==> src/rtl/trace_beat_serializer_if.sv <==
// Handshake bundle between the trace FIFO, trace_beat_serializer and the host link.
// The master side is the serializer. The slave side is the FIFO plus the link.
interface trace_beat_serializer_if;
  logic         rec_valid;
  logic         rec_ready;
  logic [511:0] rec_data;
  logic [6:0]   rec_size;
  logic         beat_valid;
  logic         beat_ready;
  logic [63:0]  beat_data;
  logic         beat_last;

  modport master (
    input  rec_valid, rec_data, rec_size, beat_ready,
    output rec_ready, beat_valid, beat_data, beat_last
  );

  modport slave (
    output rec_valid, rec_data, rec_size, beat_ready,
    input  rec_ready, beat_valid, beat_data, beat_last
  );
endinterface

==> src/rtl/trace_beat_serializer.sv <==
// Splits 48/64-byte trace records into 64-bit beats for the host link. Malformed records are dropped and counted.
// Optional TRACE_SER_STALL_STATS_EN adds a stall_cycles counter for cycles where a beat waits on the link.
module trace_beat_serializer #(
  parameter bit CHECK_VERSION = 1'b1
) (
  input  logic                    clk,
  input  logic                    rst,
  trace_beat_serializer_if.master bus,
  output logic [31:0]             rec_count,
  output logic [31:0]             err_count
`ifdef TRACE_SER_STALL_STATS_EN
  ,
  output logic [31:0]             stall_cycles
`endif
);

  typedef enum logic {
    IDLE = 1'b0,
    SEND = 1'b1
  } state_e;

  localparam logic [6:0] SIZE_V11 = 7'd48;
  localparam logic [6:0] SIZE_V12 = 7'd64;
  localparam logic [7:0] VER_V11  = 8'h01;
  localparam logic [7:0] VER_V12  = 8'h02;

  state_e         state_q, state_d;
  logic [511:0]   holding_q;
  logic [3:0]     beats_total_q;
  logic [2:0]     beat_idx_q, beat_idx_d;

  logic rec_legal;
  logic rec_fire;
  logic beat_fire;
  logic at_last;
  logic load;
  logic rec_inc;
  logic err_inc;

  always_comb begin
    rec_legal = 1'b0;
    if (bus.rec_size == SIZE_V11) begin
      rec_legal = !CHECK_VERSION || (bus.rec_data[7:0] == VER_V11);
    end else if (bus.rec_size == SIZE_V12) begin
      rec_legal = !CHECK_VERSION || (bus.rec_data[7:0] == VER_V12);
    end
  end

  assign at_last = ({1'b0, beat_idx_q} == (beats_total_q - 4'd1));

  assign bus.beat_valid = (state_q == SEND);
  assign bus.beat_last  = (state_q == SEND) && at_last;
  assign bus.beat_data  = holding_q[{beat_idx_q, 6'd0} +: 64];

  // A new record is taken in the same cycle as the final beat. This keeps back-to-back records bubble-free.
  assign bus.rec_ready = !rst && ((state_q == IDLE) || (at_last && bus.beat_ready));

  assign beat_fire = bus.beat_valid && bus.beat_ready;
  assign rec_fire  = bus.rec_valid && bus.rec_ready;

  // The beat handshake is resolved first, and a record accepted in the same cycle overrides it.
  // rec_fire can only be set in IDLE or during a last-beat handshake.
  always_comb begin
    // NOTE: every output of this block gets a default first, so no path can infer a latch.
    state_d    = state_q;
    beat_idx_d = beat_idx_q;
    load       = 1'b0;
    rec_inc    = 1'b0;
    err_inc    = 1'b0;

    if (beat_fire) begin
      if (at_last) begin
        rec_inc = 1'b1;
        state_d = IDLE;
      end else begin
        beat_idx_d = beat_idx_q + 3'd1;
      end
    end

    if (rec_fire) begin
      if (rec_legal) begin
        load       = 1'b1;
        state_d    = SEND;
        beat_idx_d = '0;
      end else begin
        err_inc = 1'b1;
      end
    end
  end

  // NOTE: all state updates are non-blocking, so every register samples the values from before the edge.
  always_ff @(posedge clk) begin
    if (rst) begin
      state_q       <= IDLE;
      beat_idx_q    <= '0;
      beats_total_q <= '0;
      // NOTE: the holding register is reset on purpose. beat_data must read 0 coming out of reset.
      holding_q     <= '0;
      rec_count     <= '0;
      err_count     <= '0;
    end else begin
      state_q    <= state_d;
      beat_idx_q <= beat_idx_d;
      if (load) begin
        holding_q     <= bus.rec_data;
        beats_total_q <= bus.rec_size[6:3];
      end
      if (rec_inc) begin
        rec_count <= rec_count + 32'd1;
      end
      if (err_inc) begin
        err_count <= err_count + 32'd1;
      end
    end
  end

`ifdef TRACE_SER_STALL_STATS_EN
  always_ff @(posedge clk) begin
    if (rst) begin
      stall_cycles <= '0;
    end else if (bus.beat_valid && !bus.beat_ready) begin
      stall_cycles <= stall_cycles + 32'd1;
    end
  end
`else
  // This build has no stall statistics.
`endif

endmodule

==> src/flat_wrapper.sv <==
// flat-port wrapper written by rule: the top's interface ports become plain ports
module trace_beat_serializer_flat 
#(
  parameter bit CHECK_VERSION = 1'b1
)
  (clk, rst, rec_count, err_count, bus_rec_valid, bus_rec_data, bus_rec_size, bus_beat_ready, bus_rec_ready, bus_beat_valid, bus_beat_data, bus_beat_last);
  trace_beat_serializer_if bus_i ();
  input  logic clk;
  input  logic rst;
  output logic [31:0] rec_count;
  output logic [31:0] err_count;
  input wire logic [$bits(bus_i.rec_valid)-1:0] bus_rec_valid;
  input wire logic [$bits(bus_i.rec_data)-1:0] bus_rec_data;
  input wire logic [$bits(bus_i.rec_size)-1:0] bus_rec_size;
  input wire logic [$bits(bus_i.beat_ready)-1:0] bus_beat_ready;
  output wire logic [$bits(bus_i.rec_ready)-1:0] bus_rec_ready;
  output wire logic [$bits(bus_i.beat_valid)-1:0] bus_beat_valid;
  output wire logic [$bits(bus_i.beat_data)-1:0] bus_beat_data;
  output wire logic [$bits(bus_i.beat_last)-1:0] bus_beat_last;
  assign bus_i.rec_valid = bus_rec_valid;
  assign bus_i.rec_data = bus_rec_data;
  assign bus_i.rec_size = bus_rec_size;
  assign bus_i.beat_ready = bus_beat_ready;
  assign bus_rec_ready = bus_i.rec_ready;
  assign bus_beat_valid = bus_i.beat_valid;
  assign bus_beat_data = bus_i.beat_data;
  assign bus_beat_last = bus_i.beat_last;
  trace_beat_serializer #(.CHECK_VERSION(CHECK_VERSION)) u_core (.clk(clk), .rst(rst), .bus(bus_i), .rec_count(rec_count), .err_count(err_count));
endmodule
==> config.mk <==
export PLATFORM = sky130hd
export DESIGN_NAME = trace_beat_serializer_flat
export DESIGN_NICKNAME = d
export VERILOG_FILES = /design/src/rtl/trace_beat_serializer_if.sv /design/src/rtl/trace_beat_serializer.sv /design/src/flat_wrapper.sv
export SDC_FILE = /design/constraint.sdc
export NUM_CORES = 1
export LEC_CHECK = 0
export CAP_MARGIN = 20
export CORE_MARGIN = 2
export CORE_UTILIZATION = 40
export DETAILED_ROUTE_END_ITERATION = 8
export GPL_TIMING_DRIVEN = 0
export PLACE_DENSITY = 0.67
export SLEW_MARGIN = 20
export SYNTH_ARGS = -nofsm -noshare
export SYNTH_HDL_FRONTEND = slang
export SYNTH_SLANG_ARGS = --single-unit
==> constraint.sdc <==
create_clock -name clk -period 7.9 [get_ports clk]
set_input_delay 1.185 -clock clk [delete_from_list [all_inputs] [get_ports clk]]
set_output_delay 1.185 -clock clk [all_outputs]
set_load 0.005 [all_outputs]
== After elaboration in Yosys (flattened, before gate mapping) ==
Index checks and enable logic that the tools add are counted.
Widths: inputs -> output; s select.
Storage, ports and cells
  bits in latches: 0
  logic and storage cells: 40
  bits of input ports: 523
  output and inout port bits: 131
  memories: 0
  ROM bits: 0
  RAM bits: 0
  register bits: 584
Cells by class
  order comparisons: 0
  multipliers: 0
  shifts and indexed selects: 1
  reduce and logical (&&, ||, !) cells: 7
  equality and inequality tests: 5
  mux-type cells: 16
  add/sub/neg operators: 4
  div/mod/pow operators: 0
  bitwise gates (word level): 1
Operators with widths (number)
  $shiftx 512x10->64: 1
  $add 32x1->32 const B: 2
  $mux 1: 12
  $mux 3: 4
  $eq 8x1->1 const B: 1
  $eq 8x2->1 const B: 1
  $eq 7x6->1 const B: 1
  $eq 7x7->1 const B: 1
  $logic_and 1x1->1: 5
  $eq 3x4->1: 1
  $sub 4x1->4 const B: 1
  $add 3x1->3 const B: 1
  $logic_not 1->1: 1
  $logic_or 1x1->1: 1
  $not 1->1: 1

== Depth between registers and ports, before layout ==
Gate-level depths: netlist (run 1).
  depth after elaboration: 7
  gate-level depth with buffers: 12
  mapped depth without buffers: 8

== Worst setup path after synthesis (run 1) ==
OpenSTA, ideal clock, no wires.
  path type: register to output
  start point: reg u_core.beat_idx_q[0]
  end point: out bus_beat_data[17]
  buffers on the path: 3
  required time: 6715 ps
  path slack: 4546 ps
  arrival: 2169 ps
  stages on the path, launching flop included: 6
  path through: dfxtp_1 -> clkbuf_1 -> clkbuf_1 -> buf_2 -> mux4_2 -> mux2_2
Between the ends
  cells in the longest elaborated chain, start to end: 1
RTL lines
  start, declared: RTL line trace_beat_serializer.sv:30  | logic [2:0] beat_idx_q, beat_idx_d;
  start signal, assigned: RTL line trace_beat_serializer.sv:103  | beat_idx_q <= beat_idx_d;
  $shiftx 512x10->64: RTL line trace_beat_serializer.sv:53  | assign bus.beat_data = holding_q[{beat_idx_q, 6'd0} +: 64];
  end, declared: RTL line flat_wrapper.sv:18  | output wire logic [$bits(bus_i.beat_data)-1:0] bus_beat_data;
No other way between the ends.

== Worst setup path in the final report (run 1) ==
  start point: reg u_core.beat_idx_q[1]
  end point: out bus_beat_data[23]
Same word-level chain as after synthesis.

==> out/qor.yml, run 1 <==
run_status:
  status: "completed"
clocking:
  cts_hold_buffers: 0
  clk_latency_ns: 0.61
  cts_sinks: 584
  cts_buffer_depth: 3
  path_clk_slew_ns: 0.06
  cts_resized: 0
  numCtsBuffers: 66
  postCtsSetupBuffers: 0
  cts_tree: "done"
  htree_levels: 3
  root_buffer: "clkbuf_16"
run:
  max_cap_violations: 0
route:
  viasPerCell: 5.58
  drt_iter0_markers: 2021
  wl_per_cell_microns: 25.8
  routed_wl_microns: 114000
  drc: 0
  first_pass_iters: 5
  ant_nets: 0
  num_vias: 24700
yosys:
  synth_cells: 2854
  ys_async_sr_fraction: 0
  synth.area.top_cells: "dfxtp_1, nand2_1, mux4_2, a21oi_1, mux2_2"
  ys_top_cells_by_count: "nand2_1, dfxtp_1, a21oi_1"
  synth_edf_count: 0
  yosysMostFrequentCell: "nand2_1"
  synth-seq-cells: 584
  yosys_warnings: 0
  yosysTopAreaCellShare: 0.474
  synth_nets: 3381
  synth_ff_type: "dfxtp_1"
  yosysTopAreaCell: "dfxtp_1"
  syn_avg_cell_area_sq_um: 8.64
  syn_area_sq_um: 24700
  synth-seq-area-share: 0.474
  yosysUniqueCellTypes: 53
min_path:
  hold_class: "flip-flop to flip-flop"
  min_path_cells: 2
setup_path:
  worstSetupEndpointType: "primary output"
  path_max_fanout: 10
  worstSetupPathType: "flip-flop to primary output"
  crit_slowest_cell: "clkbuf_1"
  slowest_delay_ns: 0.89
  crit_arrival_ns: 4.20
  path_common_cell: "clkbuf_1"
  crit_path_cell_trace: "clkbuf_1 -> clkbuf_1 -> mux4_2 -> mux2_2 -> clkdlybuf4s50_1"
  reg2reg_depth: 11
  start_kind: "flip-flop"
  cp.required_ns: 6.71
placement:
  dp.final_hpwl_microns: 88600
  place.port_buffers: 652
  placedCellCount: 4297
  place_area_sq_um: 32200
  gp_congestion: 0.942
sta:
  max_freq_mhz: 186
  worst_slew_pin_slew_ns: 1.20
  tns_ns: 0
  rsz0062_at_grt: "no"
  min_period_ns: 5.39
  slew_headroom: 0.199
  setup_viol: 0
  period_share: 0.682
  skew_ns: 0.0256
  drv_slew: 0
  hold_violations: 0
cells_and_area:
  fin_area_sq_um: 34400
  stdcell_count: 4421
  syn2layout_area_growth_pct: 39.4
  fin_nets: 4102
  postLayoutCoreUtil: 0.560
  layout-drive-gt1-share: 0.116
power:
  power_per_cell_area_nw_per_um2: 187
  vdd_drop_max_uv: 116
  power.total_w: 0.00643
  p_leak_nw: 11.4
global_route:
  grt_start_max_net_pins: 14
  grt_pass1_wl_microns: 159000
  grt_pass1_vias: 24000
  globalRouteTotalUtil: 0.348
  grt_antenna_before_repair: 15
  grt-ovfl-total: 0
floorplan:
  core_sq_um: 61400
  die_x_microns: 252
  start_util: 0.402
  dieArea_sq_um: 63700
  die_y_microns: 252
  row_count: 91
  ios: 654
==> where the power goes <==
| part | total (W) | internal, W | switching (W) |
|---|---|---|---|
| Sequential | 0.00295 | 0.00295 | 0.000000944 |
| Clock | 0.00310 | 0.00181 | 0.00128 |
| Combinational | 0.000391 | 0.000240 | 0.000152 |
| Total | 0.00643 | 0.00500 | 0.00143 |
==> registers in the layout (all words and copies together) (netlist names) <==
register / count
u_core.bus.beat_valid: 1
u_core.beat_idx_q: 3
u_core.err_count: 32
u_core.beats_total_q: 4
u_core.rec_count: 32
u_core.holding_q: 512
==> worst paths after layout <==
| path | from | end | slack, ns |
|---|---|---|---|
| setup / recovery | u_core.beat_idx_q[1] | bus_beat_data[23] | 2.51 |
| hold / removal | u_core.holding_q[483] | u_core.holding_q[483] | 0.45 |
| hold reg to reg | u_core.holding_q[483] | u_core.holding_q[483] | 0.45 |
| setup reg to reg | u_core.beats_total_q[0] | u_core.holding_q[10] | 4.08 |
==> per-layer routing <==
metal / wire [microns] / up-vias / GRT usage / share of wire
li1: - / 11200 / - / -
met1: 43200 / 11900 / 0.416 / 0.38
met2: 53800 / 1265 / 0.577 / 0.47
met3: 9850 / 263 / 0.0802 / 0.086
met4: 7040 / 10 / 0.198 / 0.062
met5: 68 / - / 0 / 0.00060
==> logic make-up after synthesis <==
group | after synthesis | synth area share
buffers and inverters | 239 | 0.0417
AND/OR/NAND/NOR | 1206 | 0.197
AO/OA/AOI/OAI | 589 | 0.125
multiplexers | 197 | 0.148
flip-flops | 584 | 0.474
XOR/XNOR | 35 | 0.0124
adder cells (fa/ha/maj) | 4 | 0.00203
==> cell type report <==
class / instances / area (sq um)
repair buffers: 653 / 6540
flip-flops and latches: 584 / 11700
clock buffers: 98 / 2000
multi-input cells: 2031 / 11900
diodes: 8 / 20.0
plain buffers: 222 / 978
fillers: 5689 / 27000
well taps: 790 / 988
clock inverters: 18 / 154
inverters: 17 / 63.8
==> critical path, delay by kind of cell (launching register included) <==
kind / cells / cell delay (ns)
multiplexers: 2 / 0.81
flip-flops: 1 / 0.52
buffers and inverters: 3 / 2.25
==> stage by stage <==
| step | setup slack [ns] | hold slack, ns |
|---|---|---|
| after floorplan | 4.55 | 0.429 |
| after CTS | 2.51 | 0.448 |
| final | 2.51 | 0.448 |
| after global routing | 2.48 | 0.461 |
| after global placement | 2.77 | 0.435 |
| after detailed placement | 3.18 | 0.440 |
==> placed cells by master, fill, tap and decap left out, types with 20 or more instances in the layout <==
cell | Yosys | final
nand4_1 | 20 | 20
mux4_2 | 128 | 128
clkdlybuf4s50_1 | 0 | 652
buf_2 | 104 | 111
a21oi_1 | 540 | 540
clkbuf_1 | 103 | 113
dfxtp_1 | 584 | 584
mux2_2 | 64 | 64
nor2_1 | 39 | 39
nand3_1 | 20 | 20
clkbuf_16 | 0 | 69
xnor2_1 | 23 | 23
nand2_1 | 1045 | 1045
Power figures use the tool's default switching activity.
==> inputs of run 2 (changes only) <==
--- a/config.mk
+++ b/config.mk
@@ -10,7 +10,7 @@
 export CORE_UTILIZATION = 40
 export DETAILED_ROUTE_END_ITERATION = 8
 export GPL_TIMING_DRIVEN = 0
-export PLACE_DENSITY = 0.67
+export PLACE_DENSITY = 0.7
 export SLEW_MARGIN = 20
 export SYNTH_ARGS = -nofsm -noshare
 export SYNTH_HDL_FRONTEND = slang
==> constraint.sdc (replaced) <==
create_clock -name clk -period 4.6 [get_ports clk]
set_input_delay 0.69 -clock clk [delete_from_list [all_inputs] [get_ports clk]]
set_output_delay 0.69 -clock clk [all_outputs]
set_load 0.005 [all_outputs]
==> run 2 against run 1 <==
  * Global-route usage is 0.060 points higher
  * Sequential share of layout area hardly changed
  * Core utilization is 0.051 points higher
  * Clock skew is 0.0050 ns higher
  * Cell count is 0.11% higher
  * First-iteration DRC count is 1.9% higher
  * Wire length is 0.47% higher
  * Flip-flop and latch count stayed put
  * Critical endpoint is now bus_beat_data[19]
==> out/qor.yml, run 2 (synthesized netlist as in run 1, its figures left out) <==
global_route:
  grt_pass1_vias: 24100  # +0.59%
  grt-ovfl-total: 0  # unchanged
  globalRouteTotalUtil: 0.349  # +0.000595
  grt_start_max_net_pins: 16  # +2
  grt_pass1_wl_microns: 160000  # +0.29%
  grt_antenna_before_repair: 16  # +1
clocking:
  cts_buffer_depth: 3  # unchanged
  cts_sinks: 584  # unchanged
  root_buffer: "clkbuf_16"
  htree_levels: 2  # -1
  path_clk_slew_ns: 0.06  # about the same
  cts_hold_buffers: 0  # unchanged
  numCtsBuffers: 61  # -7.6%
  cts_tree: "done"
  clk_latency_ns: 0.65  # +0.04 ns
route:
  viasPerCell: 5.58  # about the same
  drc: 0  # unchanged
  first_pass_iters: 6  # +1
  routed_wl_microns: 114000  # +0.47%
  wl_per_cell_microns: 25.9  # +0.35%
  drt_iter0_markers: 2060  # +1.9%
  num_vias: 24700  # +0.13%
  ant_nets: 0  # unchanged
setup_path:
  start_kind: "flip-flop"
  slowest_delay_ns: 0.92  # +0.03 ns
  crit_slowest_cell: "buf_1"
  crit_path_cell_trace: "clkbuf_1 -> buf_1 -> mux4_2 -> mux2_2 -> clkdlybuf4s50_1"
  r2r-end: "u_core.holding_q[10]"
  path_max_fanout: 10  # unchanged
  reg2reg_depth: 11  # unchanged
  r2r-start: "u_core.beats_total_q[0]"
  crit_arrival_ns: 3.81  # -0.39 ns
  r2r_slack_ns: 0.73  # -3.35 ns
  crit_end: "bus_beat_data[19]"
  worstSetupPathType: "flip-flop to primary output"
  cp.required_ns: 3.91  # -2.80 ns
  worstSetupEndpointType: "primary output"
  cp-startpoint: "u_core.beat_idx_q[1]"
cells_and_area:
  fin_nets: 4097  # -0.12%
  seqCellArea_sq_um: 11700  # unchanged
  largest-register: "u_core.holding_q"
  reg_top3: "u_core.holding_q: 512 flops, u_core.err_count: 32 flops, u_core.rec_count: 32 flops"
  stdcell_count: 4426  # +0.11%
  final_cell_mix: "nand2_1, clkdlybuf4s50_1, dfxtp_1"
  layout-drive-gt1-share: 0.119  # +0.00203
  final_common_cell: "nand2_1"
  fillers: 5672  # -0.30%
  multi_input_area_sq_um: 11900  # unchanged
  largest_reg_flops: 512  # unchanged
  syn2layout_area_growth_pct: 39.5  # about the same
sta:
  setup_viol: 0  # unchanged
  hold_violations: 0  # unchanged
  hold_slack_ns: 0.449  # +0.00116 ns
  rsz0062_at_grt: "no"
  period_share: 0.978
  worst_slew_pin_slew_ns: 1.19  # -0.0128 ns
  slew_headroom: 0.208  # +0.00856
  skew_ns: 0.0306  # +0.00504 ns
  min_period_ns: 4.50
  tns_ns: 0  # unchanged
  fin_ws_ns: 0.103  # -2.41 ns
  max_freq_mhz: 222
  drv_slew: 0  # unchanged
placement:
  place.port_buffers: 652  # unchanged
  dp.final_hpwl_microns: 88500  # -0.12%
  place_ws_ns: 0.291  # -2.89 ns
  gp_congestion: 0.978  # +3.9%
  placedCellCount: 4297  # unchanged
floorplan:
  start_util: 0.402  # unchanged
  die_x_microns: 252  # unchanged
  row_count: 91  # unchanged
  die_y_microns: 252  # unchanged
  core_sq_um: 61400  # unchanged
  ios: 654  # unchanged
  dieArea_sq_um: 63700  # unchanged
min_path:
  min_path_cells: 2  # unchanged
  hold_class: "flip-flop to flip-flop"
run_status:
  status: "completed"
power:
  power_per_cell_area_nw_per_um2: 321  # +72%
  p_leak_nw: 11.4  # +0.11%
  vdd_drop_max_uv: 386  # +230%
  power.total_w: 0.0110  # +72%
run:
  max_cap_violations: 0  # unchanged
==> run 2: changes by cell type in the layout (fill, tap and decap cells not counted) <==
cell,change
clkinv_2,+3
clkbuf_1,-10
clkdlybuf4s15_2,+1
clkbuf_2,+2
clkbuf_4,+1
clkbuf_16,-6
inv_8,-1
inv_6,-1
diode_2,+8
clkinvlp_4,+1
clkinv_4,+2
bufinv_16,+5
==> run 2: power breakdown <==
| part | internal, W | switching, W | leakage [nW] | total (W) |
|---|---|---|---|---|
| combinational | 0.000411 | 0.000265 | 5.59 | 0.000676 |
| clock | 0.00314 | 0.00217 | 1.07 | 0.00531 |
| sequential | 0.00506 | 0.00000170 | 4.70 | 0.00506 |
==> run 2: metrics by stage <==
stage	utilization	instance area (sq um)
2_1_floorplan	-	24700
3_3_place_gp	0.524	32200
3_5_place_dp	0.525	32200
4_1_cts	0.560	34400
5_1_grt	0.560	34400
6_report	0.561	34400
==> run 2: layer usage <==
metal / part of all wire / vias up / track usage
li1: - / 11200 / -
met5: 0.00031 / - / 0
met1: 0.37 / 11900 / 0.409
met2: 0.46 / 1312 / 0.566
met3: 0.098 / 297 / 0.0860
met4: 0.073 / 6 / 0.237
==> run 2: final cells by class <==
cell class              instances  share of cell area
multi-input cells            2031               0.347
flip-flops and latches        584               0.340
repair buffers                653               0.190
clock buffers                  86              0.0530
plain buffers                 222              0.0288
well taps                     790              0.0287
clock inverters                27             0.00942
inverters                      17             0.00185
diodes                         16             0.00116
==> run 2: worst min-delay path by stage <==
| stage | from | endpoint | slack, ns |
|---|---|---|---|
| after floorplan | u_core.holding_q[128] | u_core.holding_q[128] | 0.43 |
| after global placement | u_core.holding_q[387] | u_core.holding_q[387] | 0.43 |
| after detailed placement | u_core.holding_q[186] | u_core.holding_q[186] | 0.44 |
| after CTS | u_core.holding_q[186] | u_core.holding_q[186] | 0.45 |
| after global routing | u_core.holding_q[183] | u_core.holding_q[183] | 0.46 |
| final | u_core.holding_q[228] | u_core.holding_q[228] | 0.45 |
==> run 2: critical path, delay by kind of cell, from the launching register on <==
family	cells	cell delay [ns]
buf+inv	3	1.85
flops	1	0.55
mux	2	0.77
==> run 2: timing repair <==
item	4_1_cts	5_1_grt
buffers inserted	0	0
endpoints found under the setup margin	20	3
gates resized for setup	5	1
hold endpoints to repair	0	0
